**src/rtl/fetch_sequencer_pkg.sv**
```systemverilog
// Shared types and widths for the fetch sequencer: machine word, instruction
// width, FSM state encoding and the branch offset scaling helper.
package fetch_sequencer_pkg;

    localparam int unsigned WORD        = 64;
    localparam int unsigned INSTR_WIDTH = 32;

    typedef logic [WORD-1:0]        word_t;
    typedef logic [INSTR_WIDTH-1:0] instr_t;

    typedef enum logic [2:0] {
        S_REQ  = 3'd0,
        S_WAIT = 3'd1,
        S_OUT  = 3'd2,
        S_NEXT = 3'd3,
        S_BR   = 3'd4
    } fetch_state_e;

    // Word offset scaled to bytes; the two top offset bits fall off the end.
    function automatic word_t scale_offset(input logic [WORD-3:0] off);
        return {off, 2'b00};
    endfunction

endpackage

```
**src/rtl/fetch_sequencer_if.sv**
```systemverilog
// Instruction-memory bus: one outstanding request, response returned later.
interface fetch_sequencer_if;
    import fetch_sequencer_pkg::*;

    logic   req_valid;
    logic   req_ready;
    word_t  addr;
    logic   rsp_valid;
    instr_t rsp_data;

    modport master (
        output req_valid,
        output addr,
        input  req_ready,
        input  rsp_valid,
        input  rsp_data
    );

    modport slave (
        input  req_valid,
        input  addr,
        output req_ready,
        output rsp_valid,
        output rsp_data
    );

endinterface

```
**src/rtl/fetch_sequencer.sv**
```systemverilog
// Fetch-stage controller: owns the PC, issues one imem request at a time,
// hands instructions to decode and drives the shared external adder.
module fetch_sequencer
    import fetch_sequencer_pkg::*;
#(
    parameter word_t RESET_PC    = '0,
    parameter word_t INSTR_BYTES = word_t'(4)
) (
    input  logic                     clk,
    input  logic                     reset,

    output word_t                    adder_a,
    output word_t                    adder_b,
    input  word_t                    adder_sum,

    fetch_sequencer_if.master        imem,

    output logic                     instr_valid,
    input  logic                     instr_ready,
    output instr_t                   instr_out,
    output word_t                    instr_pc,

    input  logic                     branch_valid,
    input  word_t                    branch_base,
    input  word_t                    branch_offset,

    input  logic                     stall,
    output word_t                    pc
);

    fetch_state_e     state;
    logic             br_pend;
    word_t            br_base;
    logic [WORD-3:0]  br_off;
    logic             take_br;
    logic             unused_off_msbs;

    // A redirect is due if one is already pending or arrives this very cycle.
    assign take_br         = br_pend | branch_valid;
    assign unused_off_msbs = ^branch_offset[WORD-1:WORD-2];

    always_ff @(posedge clk) begin
        if (reset) begin
            state     <= S_REQ;
            pc        <= RESET_PC;
            br_pend   <= 1'b0;
            br_base   <= '0;
            br_off    <= '0;
            instr_out <= '0;
            instr_pc  <= '0;
        end else begin
            if (branch_valid) begin
                br_pend <= 1'b1;
                br_base <= branch_base;
                br_off  <= branch_offset[WORD-3:0];
            end

            case (state)
                S_REQ: begin
                    if (imem.req_ready) state <= S_WAIT;
                end
                S_WAIT: begin
                    if (imem.rsp_valid) begin
                        if (take_br) begin
                            state <= S_BR;
                        end else begin
                            instr_out <= imem.rsp_data;
                            instr_pc  <= pc;
                            state     <= S_OUT;
                        end
                    end
                end
                S_OUT: begin
                    // A branch squashes a waiting instruction; with the handshake it is consumed.
                    if (take_br)          state <= S_BR;
                    else if (instr_ready) state <= S_NEXT;
                end
                S_NEXT: begin
                    if (take_br) begin
                        state <= S_BR;
                    end else if (!stall) begin
                        pc    <= adder_sum;
                        state <= S_REQ;
                    end
                end
                S_BR: begin
                    if (!stall) begin
                        pc      <= adder_sum;
                        // NOTE: this later non-blocking write overrides the set above, so a
                        // pulse landing in the completing cycle stays pending.
                        br_pend <= branch_valid;
                        state   <= S_REQ;
                    end
                end
                default: state <= S_REQ;
            endcase
        end
    end

    // Moore decode of the state; the reset term keeps everything quiet in the reset cycle.
    always_comb begin
        imem.req_valid = 1'b0;
        instr_valid    = 1'b0;
        adder_a        = '0;
        adder_b        = '0;
        if (!reset) begin
            case (state)
                S_REQ:  imem.req_valid = 1'b1;
                S_OUT:  instr_valid    = 1'b1;
                S_NEXT: begin
                    adder_a = pc;
                    adder_b = INSTR_BYTES;
                end
                S_BR: begin
                    adder_a = br_base;
                    adder_b = scale_offset(br_off);
                end
                default: ;
            endcase
        end
    end

    assign imem.addr = pc;

endmodule

```
**src/flat_wrapper.sv**
```systemverilog
// flat-port wrapper written by rule: the top's interface ports become plain ports
module fetch_sequencer_flat import fetch_sequencer_pkg::*;
#(
    parameter word_t RESET_PC    = '0,
    parameter word_t INSTR_BYTES = word_t'(4)
)
  (clk, reset, adder_a, adder_b, adder_sum, instr_valid, instr_ready, instr_out, instr_pc, branch_valid, branch_base, branch_offset, stall, pc, imem_req_valid, imem_addr, imem_req_ready, imem_rsp_valid, imem_rsp_data);
  fetch_sequencer_if imem_i ();
  input  logic clk;
  input  logic reset;
  output word_t adder_a;
  output word_t adder_b;
  input  word_t adder_sum;
  output logic instr_valid;
  input  logic instr_ready;
  output instr_t instr_out;
  output word_t instr_pc;
  input  logic branch_valid;
  input  word_t branch_base;
  input  word_t branch_offset;
  input  logic stall;
  output word_t pc;
  output wire logic [$bits(imem_i.req_valid)-1:0] imem_req_valid;
  output wire logic [$bits(imem_i.addr)-1:0] imem_addr;
  input wire logic [$bits(imem_i.req_ready)-1:0] imem_req_ready;
  input wire logic [$bits(imem_i.rsp_valid)-1:0] imem_rsp_valid;
  input wire logic [$bits(imem_i.rsp_data)-1:0] imem_rsp_data;
  assign imem_req_valid = imem_i.req_valid;
  assign imem_addr = imem_i.addr;
  assign imem_i.req_ready = imem_req_ready;
  assign imem_i.rsp_valid = imem_rsp_valid;
  assign imem_i.rsp_data = imem_rsp_data;
  fetch_sequencer #(.RESET_PC(RESET_PC), .INSTR_BYTES(INSTR_BYTES)) u_core (.clk(clk), .reset(reset), .adder_a(adder_a), .adder_b(adder_b), .adder_sum(adder_sum), .imem(imem_i), .instr_valid(instr_valid), .instr_ready(instr_ready), .instr_out(instr_out), .instr_pc(instr_pc), .branch_valid(branch_valid), .branch_base(branch_base), .branch_offset(branch_offset), .stall(stall), .pc(pc));
endmodule
```
**config.mk**
```make
export PLATFORM = sky130hd
export DESIGN_NAME = fetch_sequencer_flat
export DESIGN_NICKNAME = d
export VERILOG_FILES = /design/src/rtl/fetch_sequencer_pkg.sv /design/src/rtl/fetch_sequencer_if.sv /design/src/rtl/fetch_sequencer.sv /design/src/flat_wrapper.sv
export SDC_FILE = /design/constraint.sdc
export NUM_CORES = 1
export LEC_CHECK = 0
export BUFFER_PORTS_ARGS = -buffer_cell sky130_fd_sc_hd__buf_4
export CAP_MARGIN = 0
export CORE_AREA = 2 2 227 229
export DETAILED_ROUTE_END_ITERATION = 10
export DIE_AREA = 0 0 229 231
export SYNTH_ARGS = -nofsm -noshare
export SYNTH_HDL_FRONTEND = slang
export SYNTH_SLANG_ARGS = --single-unit
export TNS_END_PERCENT = 20
```
**constraint.sdc**
```tcl
create_clock -name clk -period 4.94 [get_ports clk]
set_input_delay 0.494 -clock clk [delete_from_list [all_inputs] [get_ports clk]]
set_output_delay 0.494 -clock clk [all_outputs]
set_load 0.01 [all_outputs]
```
Word level (Yosys, flattened, before mapping)
Cells that the tools add are included.
{"block": "classes", "bitwise": 2, "n_eq_ne": 8, "n_reduce_logical": 5, "n_mux": 22}
{"operator": "64-bit case mux with 2 select lines", "n": 3}
{"operator": "64-bit two-way mux", "n": 4}
{"operator": "3-bit two-way mux", "n": 7}
{"operator": "3-bit case mux with 5 select lines", "n": 1}
{"operator": "1-bit two-way mux", "n": 7}
{"operator": "3-bit by 2-bit == test with 1-bit output, second input constant", "n": 2}
{"operator": "2-bit != test, second input constant", "n": 3}
{"operator": "3-bit AND reduction", "n": 2}
{"operator": "3-bit by 1-bit == test with 1-bit output, second input constant", "n": 1}
{"operator": "3-bit == test, second input constant", "n": 1}
{"operator": "3-bit zero test", "n": 1}
{"operator": "3-bit by 2-bit != test with 1-bit output, second input constant", "n": 1}
{"operator": "2-bit AND reduction", "n": 1}
{"operator": "2-bit nonzero test", "n": 1}
{"operator": "1-bit NOT", "n": 1}
{"operator": "1-bit OR", "n": 1}
{"block": "word_totals", "elab_cells": 44, "out_inout_bits": 354, "reg_bits": 290, "input_bits": 231}

Depth between registers and ports, before layout
Gate-level depths: netlist of the first run.
{"block": "depth", "ltp_word": 4, "ltp_mapped": 7}

Worst setup path after synthesis of the first run
Ideal clock, no wire load.
{"block": "synth_path", "path_kind": "in2out", "startpoint": "input reset", "endpoint": "output adder_a[54]", "t_required_ns": 4.446, "arrival_time_ns": 1.595, "path_buffers": 4, "path_stages": 5, "setup_slack_ns": 2.851, "cell_sequence": "clkbuf_1 -> buf_2 -> clkbuf_1 -> buf_1 -> nor2_1"}
{"block": "synth_between", "elab_chain_len": 1}
{"item": "from (decl)", "line": "flat_wrapper.sv:10", "rtl": "input logic reset;"}
{"item": "64-bit two-way mux", "line": "fetch_sequencer.sv:106", "rtl": "if (!reset) begin"}
{"item": "to (decl)", "line": "flat_wrapper.sv:11", "rtl": "output word_t adder_a;"}
No other way between the ends.

Worst setup path in the final report of the first run
{"block": "layout_path", "startpoint": "register u_core.state[1]", "endpoint": "output adder_a[58]"}
{"block": "layout_between", "elab_chain_len": 3, "elab_cells_between_ends": 4, "classes_between": "eq/ne: 2; mux: 2"}
{"item": "from (decl)", "line": "fetch_sequencer.sv:31", "rtl": "fetch_state_e state;"}
{"item": "from (signal assigned)", "line": "fetch_sequencer.sv:44", "rtl": "state <= S_REQ;"}
{"item": "from (signal assigned)", "line": "fetch_sequencer.sv:60", "rtl": "if (imem.req_ready) state <= S_WAIT;"}
{"item": "from (signal assigned)", "line": "fetch_sequencer.sv:65", "rtl": "state <= S_BR;"}
{"item": "3-bit == test or 3-bit by 2-bit == test with 1-bit output (tied branches)", "line": "fetch_sequencer.sv:107", "rtl": "case (state)"}
{"item": "64-bit case mux with 2 select lines *", "line": "fetch_sequencer.sv:107"}
{"item": "64-bit two-way mux *", "line": "fetch_sequencer.sv:106"}
Mark *: on every way between the ends. The rest lies on a longest branch, timed or not.

==> impl_metrics.py, run 1 <==
metrics = {
    "pwr": {
        "power_mw": 5.77,
        "p_leak_nw": 8.00,
        "ir_drop_mv": 0.220,
        "power.density_nw_per_um2": 315,
    },
    "timing": {
        "finalCriticalPeriod_ps": 3680,
        "setup_violations": 0,
        "fmax_mhz": 272,
        "finalSetupTns_ps": 0,
        "finalHoldViolCount": 0,
        "finalCritPeriodShare": 0.744,
        "rsz0062_at_grt": "false",
        "slew_violations": 0,
        "fin_skew_ps": 16.2,
        "fin_ws_ps": 1260,
        "worst_slew_pin_slew_ps": 1060,
        "max_slew_margin": 0.293,
    },
    "yosys": {
        "syn_area_um2": 13000,
        "avgSynthCellArea_um2": 8.93,
        "yosys.area_share.xor_xnor": 0,
        "muxShareOfSynthArea": 0.148,
        "ys_ff_latch": 290,
        "ys_types": 36,
        "synth_compound_area_frac": 0.117,
        "seq_area_frac_synth": 0.448,
        "synth_fa_ha_area_frac": 0,
        "postSynthCellCount": 1451,
        "synth_simple_gate_area_share": 0.196,
        "synth_top_family_by_area": "simple AND/OR/NAND/NOR gates",
        "yosysWarnings": 0,
    },
    "placement": {
        "pre_cts_slack_ps": 1720,
        "hpwl_mm": 29.9,
        "port_buffers": 580,
        "dp.cells": 2526,
        "gp_congestion": 0.868,
    },
    "setup_path": {
        "critical_path_required_ps": 4450,
        "cp-end-kind": "primary output",
        "reg2regPathDepth": 4,
        "rr_startpoint": "u_core.state[1]",
        "worstPathArrival_ps": 3180,
        "crit_type": "reg -> out",
        "r2r_slack_ps": 1720,
        "path_max_fanout": 44,
        "cp-start-kind": "flop",
        "endpoint": "adder_a[58]",
        "cp-startpoint": "u_core.state[1]",
        "r2r-end": "u_core.imem.addr[22]",
    },
    "floorplan": {
        "dieArea_um2": 52900,
        "io_pins": 585,
        "coreArea_um2": 50700,
        "rows": 83,
        "initial_utilization": 0.256,
        "die_y_um": 231,
        "die_w_um": 229,
    },
    "global_routing": {
        "grt_pass1_wl_mm": 67.6,
        "grtUsageTotal": 0.159,
        "grt_max_degree": 157,
        "grt-ovfl-total": 0,
        "grt_pass1_vias": 11600,
        "antenna_found_initial": 0,
    },
    "route": {
        "vias_per_cell": 4.58,
        "vias": 11900,
        "drtIter0Drc": 544,
        "drtAntennaViolNets": 0,
        "wl_per_cell_um": 17.1,
        "wl_mm": 44.1,
        "drc": 0,
        "dr.pass1.iters": 5,
    },
    "clock_tree": {
        "clockBufferDepth": 3,
        "cts_resized": 0,
        "cts_sinks": 290,
        "cts_tree": "built",
        "cts_setup_buffers": 0,
        "cts_hold_buf": 0,
        "root_buffer": "clkbuf_16",
        "clock_latency_ps": 530,
        "path_clk_slew_ps": 60,
        "cts_made_buffers": 35,
        "htree_levels": 2,
    },
    "cells_and_area": {
        "instances_no_fill": 2585,
        "drive_gt1_frac": 0.347,
        "fin_nets": 2114,
        "syn_to_final_growth_pct": 41.5,
        "multi_input_area_um2": 6020,
        "final_common_cell": "buf_4",
        "final_cell_mix": "594 x buf_4, 290 x dfxtp_1, 195 x nor2_1, 190 x mux2i_1, 129 x nand2b_1",
        "nFillCells": 5235,
        "seq_area_um2": 5810,
    },
    "hold_path": {
        "hold_class": "in -> reg",
    },
    "run": {
        "drv_cap": 0,
    },
    "outcome": {
        "status": "finished, final reports clean",
    },
}
-- critical path, stage by stage, from the launching register on --
cell,delay (ps)
dfxtp_1,710
and3b_2,840
buf_4,560
a22oi_1,180
nor2_1,160
buf_4,140
-- area by class of cell --
| class | count | area share |
|---|---|---|
| clock buffer | 47 | 0.0540 |
| clock inverter | 11 | 0.00928 |
| antenna | 1 | 0.000136 |
| timing repair buffer | 597 | 0.246 |
| multi-input combinational | 959 | 0.328 |
| sequential | 290 | 0.316 |
| tap | 680 | 0.0464 |
-- sequential cells by signal, indices dropped and copies added (netlist names) --
name              count
u_core.br_base       64
u_core.br_off        62
u_core.br_pend        1
u_core.imem.addr     64
u_core.instr_out     32
u_core.instr_pc      64
u_core.state          3
-- cell families (layout without fill, tap and decap cells) --
group / after synthesis / count (layout)
flops: 290 / 290
compound gates: 267 / 267
other cells: 1 / 3
mux: 191 / 191
simple gates: 499 / 499
buf+inv: 203 / 655
-- report_power, final --
part / internal [mW] / switching, mW
Clock: 1.62 / 1.03
Sequential: 2.42 / 0.0647
Combinational: 0.291 / 0.348
Total: 4.33 / 1.44
-- per-stage QoR --
stage / utilization / hold slack (ps) / cell area (um^2)
after floorplan: - / 452 / 13000
after global placement: 0.339 / 463 / 17200
after detailed placement: 0.339 / 467 / 17200
after CTS: 0.362 / 147 / 18300
after global routing: 0.362 / 168 / 18300
final: 0.362 / 190 / 18300
-- layer usage --
metal,routed length (um),up-vias,track usage
met1,18700,5641,0.198
met5,0,-,0
met2,21100,423,0.266
li1,-,5716,-
met3,3240,71,0.0450
met4,1080,0,0.0481
-- cell usage after synthesis --
| master | number | area (um^2) |
|---|---|---|
| buf_2 | 34 | 170 |
| and3b_1 | 1 | 8.76 |
| nor4_1 | 1 | 6.26 |
| o22ai_1 | 1 | 6.26 |
| o31a_1 | 1 | 8.76 |
| o31ai_1 | 1 | 7.51 |
| clkbuf_1 | 85 | 319 |
| or3_1 | 2 | 12.5 |
| a21bo_4 | 1 | 16.3 |
| buf_12 | 7 | 140 |
| o32a_1 | 1 | 10.0 |
| nor3_1 | 4 | 20.0 |
| nand2b_1 | 129 | 807 |
| buf_1 | 9 | 33.8 |
| buf_6 | 1 | 11.3 |
| dfxtp_1 | 290 | 5810 |
| a21oi_1 | 99 | 495 |
| nor4b_1 | 1 | 8.76 |
| nor4b_2 | 1 | 15.0 |
| mux2_2 | 1 | 11.3 |
| buf_4 | 66 | 495 |
| and2_1 | 61 | 382 |
| nand2_1 | 2 | 7.51 |
| nor3b_1 | 1 | 7.51 |
| conb_1 | 1 | 3.75 |
| nand3_1 | 96 | 480 |
| o21ai_1 | 6 | 30.0 |
| nor2_1 | 195 | 732 |
| o21ai_0 | 92 | 460 |
| nor3b_2 | 2 | 25.0 |
| a22oi_1 | 64 | 480 |
| or4b_4 | 1 | 13.8 |
| a21boi_0 | 1 | 7.51 |
| or3b_1 | 2 | 17.5 |
| clkbuf_2 | 1 | 5.00 |
| mux2i_1 | 190 | 1900 |
-- worst min-delay path by stage --
| stage | start | end | slack [ps] | cells after the start |
|---|---|---|---|---|
| floorplan | u_core.br_off[10] | u_core.br_off[10] | 450 | 2 |
| global placement | u_core.instr_pc[14] | u_core.instr_pc[14] | 460 | 2 |
| detailed placement | u_core.instr_pc[38] | u_core.instr_pc[38] | 470 | 2 |
| CTS | branch_offset[36] | u_core.br_off[36] | 150 | 3 |
| global route | branch_base[61] | u_core.br_base[61] | 170 | 3 |
| finish | branch_base[0] | u_core.br_base[0] | 190 | 3 |
No activity file was read; power rests on OpenSTA's default activity.
==> run 2, diff against run 1 <==
clock period = 3.1 ns   (was 4.94 ns; I/O delays follow)
==> run 2 against run 1 <==
Clock-buffer cell count up 10. Combinational power up 77%. Sequential share of layout area fell by 1.6 points. Largest power group is now sequential cells. Via count rose by 2.8%. Global-route usage is 0.23 points lower. Critical path depth is the same. Clock skew is 1.9 ps lower. Sequential power rose by 59%. Largest cell class unchanged.
==> impl_metrics.py, run 2 (synthesized netlist as in run 1, its figures left out) <==
metrics = {
    "outcome": {
        "status": "finished, final reports clean",
    },
    "setup_path": {
        "crit_type": "reg -> out",
        "r2r-end": "u_core.instr_pc[7]",
        "reg2regPathDepth": 4,
        "rr_startpoint": "u_core.state[0]",
        "r2r_slack_ps": 760,
        "cp-start-kind": "flop",
        "critical_path_required_ps": 2790,
        "worstPathArrival_ps": 2490,
        "path_max_fanout": 46,
        "cp-end-kind": "primary output",
    },
    "pwr": {
        "seqPwrFrac": 0.438,
        "clkPwrFrac": 0.436,
        "p_leak_nw": 8.39,
        "power.density_nw_per_um2": 468,
        "power_mw": 9.03,
        "ir_drop_mv": 0.411,
        "swShare": 0.251,
        "internal-power_mw": 6.77,
        "net-switching-power_mw": 2.27,
        "combPwrFrac": 0.125,
    },
    "route": {
        "vias": 12200,
        "vias_per_cell": 4.54,
        "drtAntennaViolNets": 0,
        "wl_per_cell_um": 16.4,
        "drtIter0Drc": 715,
        "drc": 0,
        "dr.pass1.iters": 5,
        "wl_mm": 44.0,
    },
    "hold_path": {
        "hold_class": "in -> reg",
        "holdPathStages": 3,
        "min_to": "u_core.br_base[6]",
        "min_from": "branch_base[6]",
    },
    "cells_and_area": {
        "final_common_cell": "buf_4",
        "drive_gt1_frac": 0.328,
        "n_antenna_cell": 0,
        "syn_to_final_growth_pct": 49.0,
        "final_cell_mix": "590 x buf_4, 290 x dfxtp_1, 195 x nor2_1, 190 x mux2i_1, 129 x nand2b_1",
        "fin_nets": 2211,
        "nFillCells": 5127,
        "post-route-util": 0.381,
    },
    "timing": {
        "finalHoldViolCount": 0,
        "finalSetupTns_ps": 0,
        "finalCriticalPeriod_ps": 2800,
        "worst_slew_pin_slew_ps": 1200,
        "hold_ws_ps": 35.2,
        "finalCritPeriodShare": 0.902,
        "rsz0062_at_grt": "false",
        "max_slew_margin": 0.201,
        "slew_violations": 0,
        "fin_skew_ps": 14.4,
        "setup_violations": 0,
        "fmax_mhz": 358,
    },
    "floorplan": {
        "initial_utilization": 0.256,
        "coreArea_um2": 50700,
        "die_w_um": 229,
        "dieArea_um2": 52900,
        "rows": 83,
        "die_y_um": 231,
        "io_pins": 585,
    },
    "global_routing": {
        "grt.met1_usage": 0.191,
        "grt_max_degree": 131,
        "grt_pass1_wl_mm": 66.9,
        "grt-ovfl-total": 0,
        "grt_pass1_vias": 11900,
        "grtUsageTotal": 0.157,
        "met3_usage": 0.0427,
        "met2_usage": 0.270,
        "top_usage_layer": "met2",
        "antenna_found_initial": 0,
    },
    "clock_tree": {
        "cts_resized": 0,
        "cts_tree": "built",
        "cts_made_buffers": 35,
        "clockBufferDepth": 3,
        "cts_hold_buf": 96,
        "path_clk_slew_ps": 60,
        "cts_setup_buffers": 0,
        "root_buffer": "clkbuf_16",
        "cts_sinks": 290,
        "htree_levels": 2,
        "clock_latency_ps": 530,
    },
    "placement": {
        "port_buffers": 580,
        "hpwl_mm": 29.0,
        "gp_congestion": 0.872,
    },
    "run": {
        "drv_cap": 0,
    },
}
[run 2: cell count changes in the layout (fill, tap and decap cells not counted), moves of 3 or more]
| cell | delta |
|---|---|
| buf_4 | -4 |
| clkbuf_1 | +8 |
| inv_6 | -3 |
| buf_12 | +5 |
| dlygate4sd3_1 | +96 |
| bufinv_16 | -4 |
[run 2: cell type report]
class,count,area [um^2],area share
multi-input cells,959,6020,0.312
clock buffers,57,1070,0.0555
flip-flops and latches,290,5810,0.301
well taps,680,851,0.0441
repair buffers,694,5540,0.287
clock inverters,5,28.8,0.00149
[run 2: layer usage]
layer	share of wire	wire, um
met1	0.41	18200
met5	0	0
met3	0.072	3160
met2	0.49	21600
met4	0.023	1000
[run 2: stage by stage]
stage	std cells	setup slack [ps]	area (um^2)
4_1_cts	2685	268	19300
3_3_place_gp	2527	849	17300
6_report	2685	304	19300
5_1_grt	2685	109	19300
3_5_place_dp	2527	785	17300
2_1_floorplan	1452	1380	13000
[run 2: how the worst max path moves through the flow]
stage	from	endpoint	cells past startpoint
2_1_floorplan	reset	adder_a[54]	5
3_3_place_gp	u_core.state[0]	u_core.instr_pc[7]	4
3_5_place_dp	u_core.state[0]	u_core.instr_pc[7]	4
4_1_cts	u_core.state[0]	adder_a[26]	5
5_1_grt	u_core.state[0]	adder_a[19]	5
6_report	u_core.state[0]	adder_a[26]	5
[run 2: worst max-delay path, cell delays in order, from the launching register on]
cell,delay [ps]
dfxtp_1,690
and3b_2,280
buf_4,440
a22oi_1,210
nor2_1,140
buf_4,130
[run 2: power by group through the flow]
stage | sequential [mW] | clock (mW) | combinational (mW)
3_3_place_gp | 4.03 | 0 | 1.02
2_1_floorplan | 4.01 | 0 | 0.596
3_5_place_dp | 4.04 | 0 | 1.04
5_1_grt | 3.97 | 4.22 | 1.23
4_1_cts | 3.96 | 4.07 | 1.14
6_report | 3.96 | 3.94 | 1.13
